### src/rtl/set_arb_pkg.sv
// rtl/set_arb_pkg.sv - shared encodings and field widths for the set engine arbiter
package set_arb_pkg;

   localparam int CENT_W = 24;
   localparam int RAD_W  = 12;
   localparam int MODE_W = 2;
   localparam int CAND_W = 8;

   typedef enum logic [2:0] {
      ST_IDLE,
      ST_ISSUE,
      ST_WAIT,
      ST_RESP,
      ST_DRAIN
   } state_t;

   typedef enum logic [1:0] {
      MODE_SINGLE = 2'b00,
      MODE_AND    = 2'b01,
      MODE_XOR    = 2'b10,
      MODE_EXACT2 = 2'b11
   } mode_t;

endpackage

### src/rtl/set_arb_rr_pick.sv
// rtl/set_arb_rr_pick.sv - round-robin picker: first requester at or after last_grant+1
module rr_pick #(
   parameter int N_REQ = 4,
   parameter int IDW   = $clog2(N_REQ)
) (
   input  logic [N_REQ-1:0] req,
   input  logic [IDW-1:0]   last_grant,
   output logic [N_REQ-1:0] grant,
   output logic [IDW-1:0]   idx,
   output logic             any
);

   always_comb begin
      int k;
      k     = 0;
      grant = '0;
      idx   = '0;
      any   = 1'b0;
      // Walk N_REQ positions starting just after the previous winner, wrapping at N_REQ.
      for (int i = 1; i <= N_REQ; i++) begin
         k = int'(last_grant) + i;
         if (k >= N_REQ) k = k - N_REQ;
         if (!any && req[k]) begin
            any      = 1'b1;
            grant[k] = 1'b1;
            idx      = IDW'(k);
         end
      end
   end

endmodule

### src/rtl/set_arb.sv
// rtl/set_arb.sv - round-robin job arbiter in front of a single set engine, with timeout
module set_arb
   import set_arb_pkg::*;
#(
   parameter int N_REQ = 4,
   parameter int TMO   = 2047,
   localparam int IDW  = $clog2(N_REQ)
) (
   input  logic                     clk,
   input  logic                     rst,
   input  logic [N_REQ-1:0]         req,
   input  logic [CENT_W*N_REQ-1:0]  req_central,
   input  logic [RAD_W*N_REQ-1:0]   req_radius,
   input  logic [MODE_W*N_REQ-1:0]  req_mode,
   output logic [N_REQ-1:0]         ack,
   output logic                     done,
   output logic [CAND_W-1:0]        result,
   output logic [IDW-1:0]           result_id,
   output logic                     result_err,
   output logic                     set_en,
   output logic [CENT_W-1:0]        set_central,
   output logic [RAD_W-1:0]         set_radius,
   output logic [MODE_W-1:0]        set_mode,
   input  logic                     set_busy,
   input  logic                     set_valid,
   input  logic [CAND_W-1:0]        set_candidate
);

   localparam int TW = $clog2(TMO + 1);
   localparam logic [TW-1:0] TMO_LAST = TW'(TMO - 1);

   state_t           state;
   logic [IDW-1:0]   last_grant;
   logic [TW-1:0]    tmo_cnt;
   logic [N_REQ-1:0] pick_grant;
   logic [IDW-1:0]   pick_idx;
   logic             pick_any;
   logic             grant_now;

   rr_pick #(
      .N_REQ (N_REQ),
      .IDW   (IDW)
   ) u_pick (
      .req        (req),
      .last_grant (last_grant),
      .grant      (pick_grant),
      .idx        (pick_idx),
      .any        (pick_any)
   );

   // ack is combinational so the requester sees it while the arbiter is still in IDLE.
   assign grant_now = (state == ST_IDLE) && !set_busy && pick_any && !rst;
   assign ack       = grant_now ? pick_grant : '0;

   always_ff @(posedge clk or posedge rst) begin
      if (rst) begin
         state       <= ST_IDLE;
         last_grant  <= IDW'(N_REQ - 1);
         tmo_cnt     <= '0;
         done        <= 1'b0;
         result      <= '0;
         result_id   <= '0;
         result_err  <= 1'b0;
         set_en      <= 1'b0;
         set_central <= '0;
         set_radius  <= '0;
         set_mode    <= '0;
      end else begin
         done <= 1'b0;
         unique case (state)
            ST_IDLE: begin
               if (grant_now) begin
                  last_grant  <= pick_idx;
                  set_central <= req_central[int'(pick_idx)*CENT_W +: CENT_W];
                  set_radius  <= req_radius[int'(pick_idx)*RAD_W +: RAD_W];
                  set_mode    <= req_mode[int'(pick_idx)*MODE_W +: MODE_W];
                  set_en      <= 1'b1;
                  tmo_cnt     <= '0;
                  state       <= ST_ISSUE;
               end
            end
            ST_ISSUE, ST_WAIT: begin
               // A result arriving on the timeout cycle still counts as a normal completion.
               if (state == ST_WAIT && set_valid) begin
                  done       <= 1'b1;
                  result     <= set_candidate;
                  result_id  <= last_grant;
                  result_err <= 1'b0;
                  state      <= ST_RESP;
               end else if (tmo_cnt == TMO_LAST) begin
                  done       <= 1'b1;
                  result     <= '0;
                  result_id  <= last_grant;
                  result_err <= 1'b1;
                  set_en     <= 1'b0;
                  state      <= ST_DRAIN;
               end else begin
                  tmo_cnt <= tmo_cnt + TW'(1);
                  if (state == ST_ISSUE && set_busy) begin
                     set_en <= 1'b0;
                     state  <= ST_WAIT;
                  end
               end
            end
            ST_RESP: state <= ST_IDLE;
            ST_DRAIN: begin
               if (!set_busy) state <= ST_IDLE;
            end
            default: state <= ST_IDLE;
         endcase
      end
   end

endmodule

### config.mk
export PLATFORM = sky130hd
export DESIGN_NAME = set_arb
export DESIGN_NICKNAME = d
export VERILOG_FILES = /design/src/rtl/set_arb_pkg.sv /design/src/rtl/set_arb_rr_pick.sv /design/src/rtl/set_arb.sv
export SDC_FILE = /design/constraint.sdc
export NUM_CORES = 1
export LEC_CHECK = 0
export ABC_AREA = 1
export CORE_MARGIN = 5
export CORE_UTILIZATION = 44
export DETAILED_ROUTE_END_ITERATION = 7
export PLACE_DENSITY = 0.82
export SLEW_MARGIN = 5
export SYNTH_ARGS = -nofsm -noshare
export SYNTH_HDL_FRONTEND = slang
export SYNTH_SLANG_ARGS = --single-unit
### constraint.sdc
create_clock -name clk -period 3.2 [get_ports clk]
set_input_delay 0.32 -clock clk [delete_from_list [all_inputs] [get_ports clk]]
set_output_delay 0.32 -clock clk [all_outputs]
set_load 0.02 [all_outputs]
==> metrics.txt <==
Final Hold Vio Count=0; number of port buffers=222; Cell Int Power=4160 uW; placer's final routability congestion estimate=0.884; terminus of the critical flop-to-flop path=set_central[19]; number of antenna cells inserted=0; Post-Syn Area=0.00541 mm2; number of top-level design ports=223; Worst Hold Depth=2; Warnings, synthesis=0; height of the die=121 um; signed area change from the synthesized netlist to the final layout=47.6%; met2 routing resource usage after global routing=39.5%; data arrival time of the critical path=2.67 ns; final critical-path share of the clock period=93.3%; Critical Path Sink Type=primary output; path type of the worst min-delay path=reg -> reg; routed wirelength normalized by instance count=13.8 um; standard-cell row count=40; Critical Path Fanout Max=5; via count=5927; part of the power in combinational logic=72.2%; worst setup path endpoint=ack[2]; cell type with the highest aggregate area in the netlist=sky130_fd_sc_hd__dfrtp_1; number of antenna violations at the first check in global routing=0; number of levels in the clock H-tree=3; number of library cell types mapped by synthesis=35; total power of the final layout=8510 uW; maximum clock insertion buffer count=2; number of maximum-capacitance violations=0; relative contribution of sequential cells to total power=16.4%; Congestion Overflow GR=0; sequential area share after synthesis=31.0%; CTS buffer count=9; drt initial violations=422; met3 GRT Util=5.03%; register-to-register path setup slack=0.54 ns; area of the die=0.0146 mm2; hold-fix buffers at CTS=0; initial core utilization=45.1%; start point of the critical path=last_grant[0]; top library cells by usage in the layout, fill and taps aside=283 x sky130_fd_sc_hd__nand2_1, 218 x sky130_fd_sc_hd__clkdlybuf4s50_1, 186 x sky130_fd_sc_hd__inv_1; busiest layer in global routing=met2; Avg Vias per Cell=4.85; met1 track demand over resource in global routing=27.2%; clock skew=0.00705 ns; relative contribution of the clock network to total power=11.4%; placeable core region=0.0120 mm2; total nets after synthesis=1050; switching part of the total=51.2%; type of element launching the critical path=register; wire length of the first global-routing pass=26900 um; number of global-route vias before repair=5596; Synth top area share=30.1%; clock tree from TritonCTS=yes; launch instance of the worst register-to-register path=last_grant[0]; fraction of final layout cells sized beyond drive strength 1=5.30%; number of synthesized register bits=67; worst slew margin relative to its limit=44.8%; mean cell area of the mapped netlist=6.21 um2; most common library cell in the layout ignoring fill and taps=sky130_fd_sc_hd__nand2_1; number of nets in the finished design=1249; NetSw=4350 uW; Routed Antenna Nets=0; half-perimeter wire length after placement=12100 um; peak ir drop on the vdd network=0.000908 V; DRC Markers=0; worst-skew pair later-pin latency=0.33 ns; status=finished, final reports clean; DR pass1 iterations=5; worst reg-to-reg path cell count=14; routed wire length=16900 um; static leakage power=0.00431 uW; non-filler instance count after layout=1223; final critical-path required period=2.99 ns; endpoints failing setup=0; Setup Crit Path Kind=reg -> out; largest net degree at the start of global routing=78; unrepaired setup endpoints after global routing=false; power density of the placed cells=1070 mW/mm2; required time at the endpoint of the critical path=2.88 ns; clock transition at the register clock pins on the worst setup and hold paths after CTS=0.06 ns; number of slew-limit violations in the final report=0; cell chosen for the clock root=sky130_fd_sc_hd__clkbuf_16; aggregate negative setup slack=0 ns; die width=121 um; clock net sink count=67; Global Route Usage Sum=22.5%; dpl cells=1207; Area contributors post-synth=sky130_fd_sc_hd__dfrtp_1 30%, sky130_fd_sc_hd__nand2_1 20%, sky130_fd_sc_hd__nand3_1 16%; achievable clock frequency=335 MHz; transition time of the tightest slew-check pin=0.828 ns; Mapped Cells=872
-- logic make-up after synthesis --
group	Yosys count	synth area share, %
adders and majority gates	10	2.31
and+or+nand+nor	498	40.8
AOI/OAI and AO/OA	50	5.69
DFF	67	31.0
buffers and inverters	238	18.7
xor gates and xnor gates	9	1.46
-- power by group through the flow --
| stage | registers (uW) | logic (uW) | clock network [uW] |
|---|---|---|---|
| floorplan | 1770 | 4160 | 0 |
| global placement | 1390 | 6150 | 0 |
| detailed placement | 1390 | 6190 | 0 |
| CTS | 1390 | 6210 | 991 |
| global route | 1440 | 6880 | 1020 |
| finish | 1390 | 6140 | 974 |
-- per-layer routing --
layer  share of wire, %  vias up
li1                   -     3050
met1                 41     2664
met2                 49      190
met3                7.6       23
met4                2.0        0
met5                  0        -
-- cells in the mapped netlist --
cell type and number:
sky130_fd_sc_hd__buf_2 19, sky130_fd_sc_hd__xor2_1 9, sky130_fd_sc_hd__a21boi_1 1, sky130_fd_sc_hd__nand2_2 8, sky130_fd_sc_hd__o21ai_2 2, sky130_fd_sc_hd__nor2_1 17
sky130_fd_sc_hd__ha_1 10, sky130_fd_sc_hd__nand4_4 2, sky130_fd_sc_hd__nand2_4 2, sky130_fd_sc_hd__o21ai_1 4, sky130_fd_sc_hd__clkbuf_1 7, sky130_fd_sc_hd__dfrtp_1 65
sky130_fd_sc_hd__nor4_1 1, sky130_fd_sc_hd__buf_1 4, sky130_fd_sc_hd__dfstp_2 2, sky130_fd_sc_hd__buf_6 9, sky130_fd_sc_hd__a21oi_2 3, sky130_fd_sc_hd__a21oi_1 5
sky130_fd_sc_hd__nand3b_1 1, sky130_fd_sc_hd__nand3_1 171, sky130_fd_sc_hd__inv_1 187, sky130_fd_sc_hd__nand3_4 1, sky130_fd_sc_hd__nand2_1 283, sky130_fd_sc_hd__clkinv_1 1
sky130_fd_sc_hd__o22ai_1 3, sky130_fd_sc_hd__nand3_2 3, sky130_fd_sc_hd__nor3_1 6, sky130_fd_sc_hd__o21ai_0 23, sky130_fd_sc_hd__inv_4 1, sky130_fd_sc_hd__a22o_1 8
sky130_fd_sc_hd__nand4_1 2, sky130_fd_sc_hd__buf_4 7, sky130_fd_sc_hd__inv_2 3, sky130_fd_sc_hd__o21bai_1 1, sky130_fd_sc_hd__or2_2 1
-- final cells by class --
type | instances | area [um2]
Sequential cell | 67 | 1680
Multi-Input combinational cell | 567 | 2730
Clock inverter | 7 | 68.8
Fill cell | 1055 | 4030
Clock buffer | 9 | 225
Inverter | 192 | 723
Timing Repair Buffer | 234 | 2370
Tap cell | 147 | 184
-- state kept, by name, summed over array words and instances, names as in the netlist --
register and count:
tmo_cnt 11, set_mode 2, set_en 1, state 3
done 1, set_radius 12, set_central 24, result_id 2
result 8, result_err 1, last_grant 2
-- worst min-delay path by stage --
stage / from / to / slack, ns
2_1_floorplan: set_candidate[0] / result[0] / 0.46
3_3_place_gp: set_radius[0] / set_radius[0] / 0.46
3_5_place_dp: set_radius[0] / set_radius[0] / 0.46
4_1_cts: set_radius[0] / set_radius[0] / 0.48
5_1_grt: set_radius[1] / set_radius[1] / 0.49
6_report: set_central[17] / set_central[17] / 0.48
-- what timing repair did --
| item | 4_1_cts | 5_1_grt |
|---|---|---|
| hold endpoints to repair | 0 | 0 |
| resized for setup | 4 | 1 |
| buffers inserted | 0 | 0 |
| endpoints found under the setup margin | 4 | 1 |
-- critical path, stage by stage, from the launching register on --
cell,delay (ns)
sky130_fd_sc_hd__dfstp_2,0.54
sky130_fd_sc_hd__inv_2,0.04
sky130_fd_sc_hd__ha_1,0.36
sky130_fd_sc_hd__inv_2,0.10
sky130_fd_sc_hd__nand3_1,0.08
sky130_fd_sc_hd__nand2_1,0.18
sky130_fd_sc_hd__nand3_2,0.14
sky130_fd_sc_hd__or2_2,0.32
sky130_fd_sc_hd__o21ai_0,0.15
sky130_fd_sc_hd__nand2_1,0.07
sky130_fd_sc_hd__inv_1,0.05
sky130_fd_sc_hd__dlygate4sd2_1,0.32
-- per-stage QoR --
step	cell area [um2]	hold slack, ns	setup WS, ns	utilization [%]
floorplan	5410	0.460	0.224	-
global placement	7690	0.460	0.315	64.1
detailed placement	7690	0.464	0.267	64.1
CTS	7980	0.480	0.175	66.5
global route	7990	0.487	0.00446	66.5
finish	7990	0.475	0.213	66.5
(Power assumes the default switching activity.)
